[src/rtl/psdsqrt_seq.sv]
// Sequential restoring integer square root: one root bit per clock, floor or
// round-to-nearest result, remainder always relative to the floor root.
module psdsqrt_seq #(
    parameter  int XW = 64,
    localparam int NW = $clog2(XW) + 1
) (
    input  logic              clock,
    input  logic              reset,
    input  logic              start,
    input  logic [NW-1:0]     nbits,
    input  logic [XW-1:0]     xin,
    input  logic              round,
    output logic              busy,
    output logic              done,
    output logic [XW/2-1:0]   sqrt,
    output logic [XW/2:0]     rem,
    output logic              err
);
    localparam int HW = XW / 2;

    typedef enum logic [1:0] {IDLE, RUN, FIN} state_t;

    state_t          r_state, w_next;
    logic [XW-1:0]   r_x;
    logic [HW+1:0]   r_rem;
    logic [HW-1:0]   r_root;
    logic [NW-1:0]   r_k;
    logic            r_round, r_perr, r_done, r_err;
    logic [HW-1:0]   r_sqrt;
    logic [HW:0]     r_rem_o;

    logic            w_bad;
    logic [NW-1:0]   w_n;
    logic [XW-1:0]   w_xal;
    logic [HW+1:0]   w_pr, w_t, w_sub;
    logic            w_ge, w_inc;

    // Out-of-range widths fall back to the full operand width.
    assign w_bad = (nbits == '0) || (nbits > NW'(XW));
    assign w_n   = w_bad ? NW'(XW) : ((nbits + NW'(1)) & ~NW'(1));
    // Left-aligning the operand drops every bit at or above N.
    assign w_xal = xin << (NW'(XW) - w_n);

    assign w_pr  = {r_rem[HW-1:0], r_x[XW-1 -: 2]};
    assign w_t   = {r_root, 2'b01};
    assign w_ge  = (w_pr >= w_t);
    assign w_sub = w_ge ? (w_pr - w_t) : w_pr;
    assign w_inc = r_round && (r_rem > {2'b00, r_root});

    assign busy = (r_state != IDLE);
    assign done = r_done;
    assign sqrt = r_sqrt;
    assign rem  = r_rem_o;
    assign err  = r_err;

    always_ff @(posedge clock) begin
        if (reset) r_state <= IDLE;
        else       r_state <= w_next;
    end

    always_comb begin
        w_next = r_state;
        case (r_state)
            IDLE:    if (start) w_next = RUN;
            RUN:     if (r_k == NW'(1)) w_next = FIN;
            FIN:     w_next = IDLE;
            default: w_next = IDLE;
        endcase
    end

    always_ff @(posedge clock) begin
        if (reset) begin
            r_x     <= '0;
            r_rem   <= '0;
            r_root  <= '0;
            r_k     <= '0;
            r_round <= 1'b0;
            r_perr  <= 1'b0;
            r_done  <= 1'b0;
            r_err   <= 1'b0;
            r_sqrt  <= '0;
            r_rem_o <= '0;
        end else begin
            r_done <= 1'b0;
            case (r_state)
                IDLE: if (start) begin
                    r_x     <= w_xal;
                    r_rem   <= '0;
                    r_root  <= '0;
                    r_k     <= w_n >> 1;
                    r_round <= round;
                    r_perr  <= w_bad;
                end
                RUN: begin
                    r_x    <= {r_x[XW-3:0], 2'b00};
                    r_rem  <= w_sub;
                    r_root <= {r_root[HW-2:0], w_ge};
                    r_k    <= r_k - NW'(1);
                end
                FIN: begin
                    r_rem_o <= r_rem[HW:0];
                    // Rounding up saturates rather than wrapping to zero.
                    r_sqrt  <= (w_inc && !(&r_root)) ? r_root + HW'(1) : r_root;
                    r_err   <= r_perr;
                    r_done  <= 1'b1;
                end
                default: ;
            endcase
        end
    end
endmodule

[config.mk]
export PLATFORM = sky130hd
export DESIGN_NAME = psdsqrt_seq
export DESIGN_NICKNAME = d
export VERILOG_FILES = /design/src/rtl/psdsqrt_seq.sv
export SDC_FILE = /design/constraint.sdc
export NUM_CORES = 1
export LEC_CHECK = 0
export BUFFER_PORTS_ARGS = -buffer_cell sky130_fd_sc_hd__buf_2
export CAP_MARGIN = 20
export CORE_AREA = 2 2 162 148
export DETAILED_ROUTE_END_ITERATION = 6
export DIE_AREA = 0 0 164 150
export PLACE_DENSITY = 0.88
export SLEW_MARGIN = 20
export SYNTH_ARGS = -nofsm -noshare
export SYNTH_HDL_FRONTEND = slang
export SYNTH_SLANG_ARGS = --single-unit
[constraint.sdc]
create_clock -name clock -period 9.18 [get_ports clock]
set_clock_uncertainty 0.05 [all_clocks]
set_input_delay 0.918 -clock clock [delete_from_list [all_inputs] [get_ports clock]]
set_output_delay 0.918 -clock clock [all_outputs]
set_load 0.05 [all_outputs]
Word-level counts from Yosys, hierarchy flattened
Index checks and enable logic that the tools add are counted.
{"block": "classes", "n_addsub": 5, "mul": 0, "div": 0, "magnitude_cmp": 3, "n_eq_ne": 5, "n_shift": 1, "muxes": 15, "bitwise": 0, "reduce_logical": 12}
{"op": "$pmux W64 S2", "count": 1}
{"op": "$mux W34", "count": 2}
{"op": "$pmux W34 S2", "count": 1}
{"op": "$mux W32", "count": 2}
{"op": "$mux W64", "count": 1}
{"op": "$pmux W32 S2", "count": 1}
{"op": "$shl A64 B7 Y64", "count": 1}
{"op": "$ge A34 B34 Y1", "count": 1}
{"op": "$gt A34 B32 Y1", "count": 1}
{"op": "$sub A34 B34 Y34", "count": 1}
{"op": "$add A32 B1 Y32 const B", "count": 1}
{"op": "$reduce_and A32 Y1", "count": 1}
{"op": "$mux W7", "count": 2}
{"op": "$pmux W7 S2", "count": 1}
{"op": "$add A7 B1 Y7 const B", "count": 1}
{"op": "$eq A7 B1 Y1 const B", "count": 1}
{"op": "$gt A7 B7 Y1 const B", "count": 1}
{"op": "$logic_not A7 Y1", "count": 1}
{"op": "$sub A7 B1 Y7 const B", "count": 1}
{"op": "$sub A7 B7 Y7 const A", "count": 1}
{"op": "$reduce_and A2 Y1", "count": 3}
{"op": "$mux W2", "count": 2}
{"op": "$ne A2 B2 Y1 const B", "count": 2}
{"op": "$pmux W2 S2", "count": 1}
{"op": "8 further kinds", "count": 10}
{"block": "word_totals", "regBits": 208, "latchBits": 0, "mem_bits_rw": 0, "rom_bits": 0, "inputBits": 75, "output_inout_bits": 68, "elab_cells": 52, "mem_count": 0}

Longest topological paths before layout
{"block": "logic_depth", "word_depth": 7, "mapped_depth": 19, "ltp_nobuf": 15}

Worst setup path before layout
OpenSTA, ideal clock, no wires.
{"block": "synth_timing", "kind": "input to register", "start": "in nbits[0]", "end": "reg r_x[61]", "setup_ns": 0.122, "arrival_ns": 4.447, "t_required_ns": 9.008, "path_slack_ns": 4.562, "cell_stages": 18, "n_path_buf": 6, "cell_sequence": "inv_1 > ha_1 > nor3b_1 > and2_1 > clkbuf_1 > o21ai_1 > buf_2 > clkinv_1 > clkbuf_1 > ha_1 > clkbuf_1 > inv_1 > clkbuf_1 > clkbuf_1 > mux2i_1 > a211oi_1 > a21oi_1 > a221o_1"}
{"block": "synth_between", "elab_chain_cells": 7, "elab_cells_between_ends": 9, "classes_between": "add/sub (2); order compare (1); shift (1); mux (3); reduce/logical (2)"}
{"item": "start: declaration", "line": "10", "rtl": "input logic [NW-1:0] nbits,"}
{"item": "$gt A7 B7 Y1 or $logic_not A7 Y1 (tied branches)", "line": "39", "rtl": "assign w_bad = (nbits == '0) || (nbits > NW'(XW));"}
{"item": "$logic_or A1 B1 Y1", "line": "39"}
{"item": "$mux W7 *", "line": "40", "rtl": "assign w_n = w_bad ? NW'(XW) : ((nbits + NW'(1)) & ~NW'(1));"}
{"item": "$sub A7 B7 Y7 *", "line": "42", "rtl": "assign w_xal = xin << (NW'(XW) - w_n);"}
{"item": "$shl A64 B7 Y64 *", "line": "42"}
{"item": "$mux W64 *", "line": "86", "rtl": "IDLE: if (start) begin"}
{"item": "$pmux W64 S2 *", "line": "85", "rtl": "case (r_state)"}
{"item": "end signal: assignment", "line": "87", "rtl": "r_x <= w_xal;"}
{"item": "end signal: assignment", "line": "95", "rtl": "r_x <= {r_x[XW-3:0], 2'b00};"}
{"item": "end: declaration", "line": "24", "rtl": "logic [XW-1:0] r_x;"}
Mark *: on every way between the ends. The rest lies on a longest branch, timed or not. The select of a mux whose other input is x is not followed.
A chain may end at the register's enable or synchronous reset.

Worst setup path after layout
{"block": "layout_timing", "start": "in nbits[0]", "end": "reg r_x[60]"}
Same word-level chain as after synthesis.

==> impl_metrics.csv <==
group,metric,value,unit
critical_path,crit_path_end_kind,"register",
sta,max_freq,169,MHz
synth,synth_top_area_share,30.6,%
synth,syn-cell-area,13600,um2
drt,vias,13697,
drt,initialDrtViolationCount,1592,
floorplan,io-pin-count,143,
synth,synth_top_family_by_area,"compound AO/OA/AOI/OAI gates",
floorplan,die_w,164,um
critical_path,worstSetupPathType,"in2reg",
grt,grt_pass1_vias,12636,
drt,wirelength,38500,um
floorplan,chipHeight,150,um
cts,cts_root_buf,"clkbuf_16",
critical_path,crit_chain,"buf_2, inv_1, ha_1, nor3b_1, and2_1, o21ai_4, buf_4, clkinv_1, ha_2, xnor2_4, mux2_2, nor2_1, a21oi_1, a221oi_1, a21oi_1, a221o_1",
pwr,powerDensity,265,nW/um2
synth,synth-edff-count,0,
synth,yosysWarnings,0,
placed_design,gp_congestion,0.986,
cts,cts_tree,"built",
grt,gr-total-overflow,0,
status,outcome,"completed",
final_layout,area_growth,10.9,%
critical_path,path_common_cell,"a21oi_1",
cts,postCtsHoldBufs,0,
grt,grt.total_usage,30.6,%
synth,synthXorXnorAreaFrac,4.17,%
synth,synth_seq_cells,208,
pwr,p_leak,6.10,nW
sta,finalCriticalPeriod,5.90,ns
final_layout,drive_gt1_share,13.2,%
sta,setup_ws,3.28,ns
drt,drc,0,
floorplan,start_util,59.1,%
critical_path,rr_worst_depth,10,
synth,synth_area_leaders,"dfxtp_1 31%, mux2i_1 8.8%, nand2_1 7.2%",
placed_design,dp_cells,2119,
drt,ant_nets,0,
final_layout,layout.cells.non_filler,2159,
critical_path,cpMaxStageDelayCell,"buf_4",
drt,drt_pass1_iterations,6,
placed_design,dpl_worst_slack,2.93,ns
cts,clk_pin_slew,0.06,ns
cts,cts_sinks,208,
placed_design,numPortBuffers,142,
cts,clockBufferDepth,3,
sta,setup_viol,0,
synth,synth_cells,1793,
sta,worst_pin_slew,1.11,ns
synth,yosysTopAreaCell,"dfxtp_1",
sta,setup-tns-final,0,ns
synth,synth_seq_area_share,30.6,%
floorplan,die_area,24600,um2
pwr,ir_drop,0.283,mV
final_layout,layout.nets,1957,
drt,wl_per_cell,17.8,um
synth,synthFlopType,"dfxtp_1",
floorplan,std_cell_rows,53,
synth,yosys-top-cells-count,"261 x nand2_1, 208 x dfxtp_1, 188 x a21oi_1, 143 x nor2_1, 120 x mux2i_1",
synth,synth-compound-area-share,23.9,%
sta,rsz0062_at_grt,"no",
critical_path,rr_startpoint,"r_root[25]",
synth,synth.avg_cell_area,7.59,um2
placed_design,place_hpwl,26700,um
synth,synthAdderAreaFrac,3.77,%
critical_path,required,9.53,ns
synth,synth.distinct_cells,77,
sta,finalCritPeriodShare,64.3,%
critical_path,cp_data_arrival_time,6.25,ns
sta,finalMaxSlewViolations,0,
synth,async_reset_ff_share,0,%
synth,synthMuxAreaShare,10.3,%
cts,ctsResizeCount,0,
cts,cts-buffers-inserted,22,
critical_path,cp-start-kind,"input port",
grt,grt_max_degree,98,
critical_path,path_max_fanout,75,
synth,synth_nets,1909,
grt,antenna_found_initial,0,
critical_path,slowest_delay,0.77,ns
sta,relSlewSlack,25.7,%
drt,avgViaCountPerCell,6.34,
grt,grt_pass1_wl,62600,um
cts,postCtsSetupBuffers,0,
cts,cts_max_level,1,
hold_path,holdPathStages,2,
hold_path,hold_path_class,"reg2reg",
final_layout,antenna_cells,0,
sta,final_hold_viol_count,0,
synth,synth-simple-area-share,21.1,%
flow_run,max_cap_violations,0,
critical_path,crit_path_start,"nbits[0]",
hold_path,min_from,"rem[23]",
cts,clock_latency,0.51,ns
synth,synth.most_common_cell,"nand2_1",
floorplan,core_area,23000,um2
## sequential cells by signal, summed over array words and instances, names as in the netlist
register,count
r_x,64
r_perr,1
err,1
r_k,7
r_state,2
rem,33
done,1
r_round,1
sqrt,32
r_rem,34
r_root,32
## cell usage in the layout (no fill, tap or decap), types with 52 or more instances in the layout
cell        n
a211oi_1   52
a21oi_1   188
buf_2     141
dfxtp_1   208
inv_1      64
mux2i_1   120
nand2_1   261
nand3_1    62
nor2_1    142
o21ai_0   116
## path summary, 6_finish.rpt
check | to | slack, ns
setup reg to reg | sqrt[5] | 5.21
hold / removal | rem[23] | 0.40
hold reg to reg | rem[23] | 0.40
setup / recovery | r_x[60] | 3.28
## metal layers
layer  vias up  global-route usage [%]  wire, um
met5         -                       0         0
met4         0                    9.43      1050
met3       102                    4.66      3300
met2       670                    49.6     17700
met1      6379                    42.1     16500
li1       6546                       -         -
## power by group
part	leakage (nW)	switching (mW)	total, mW	internal (mW)
combinational	4.05	1.26	2.05	0.787
sequential	1.69	0.0709	1.05	0.979
clock	0.368	0.369	0.912	0.542
total	6.10	1.70	4.01	2.31
## critical path: cells and delay by family
kind	cells	cell delay, ns
adders and majority gates	2	0.68
muxes	1	0.42
buffers and inverters	4	1.69
xor gates and xnor gates	1	0.73
and+or+nand+nor	3	0.46
AOI/OAI and AO/OA	5	1.25
## kinds of logic (layout without fill, tap and decap cells)
kind of cell	count (synthesis)	count (layout)
fa+ha+maj	41	41
xor+xnor	64	64
compound gates	524	524
flops	208	208
simple gates	618	618
buf+inv	204	268
mux	134	134
## layout make-up
cell class	instances	area, um2
inverters	66	248
clock inverters	6	57.6
repair buffers	162	863
well taps	302	378
flip-flops and latches	208	4160
fillers	1879	7920
multi-input cells	1381	8700
clock buffers	34	687
## per-stage QoR
stage	cell area, um2	utilization, %	power [mW]	hold WS, ns
2_1_floorplan	13600	-	2.61	0.375
3_3_place_gp	14400	62.4	3.01	0.384
3_5_place_dp	14400	62.4	3.04	0.394
4_1_cts	15100	65.6	3.96	0.402
5_1_grt	15100	65.6	4.24	0.419
6_report	15100	65.6	4.01	0.400
(Power assumes the default switching activity.)
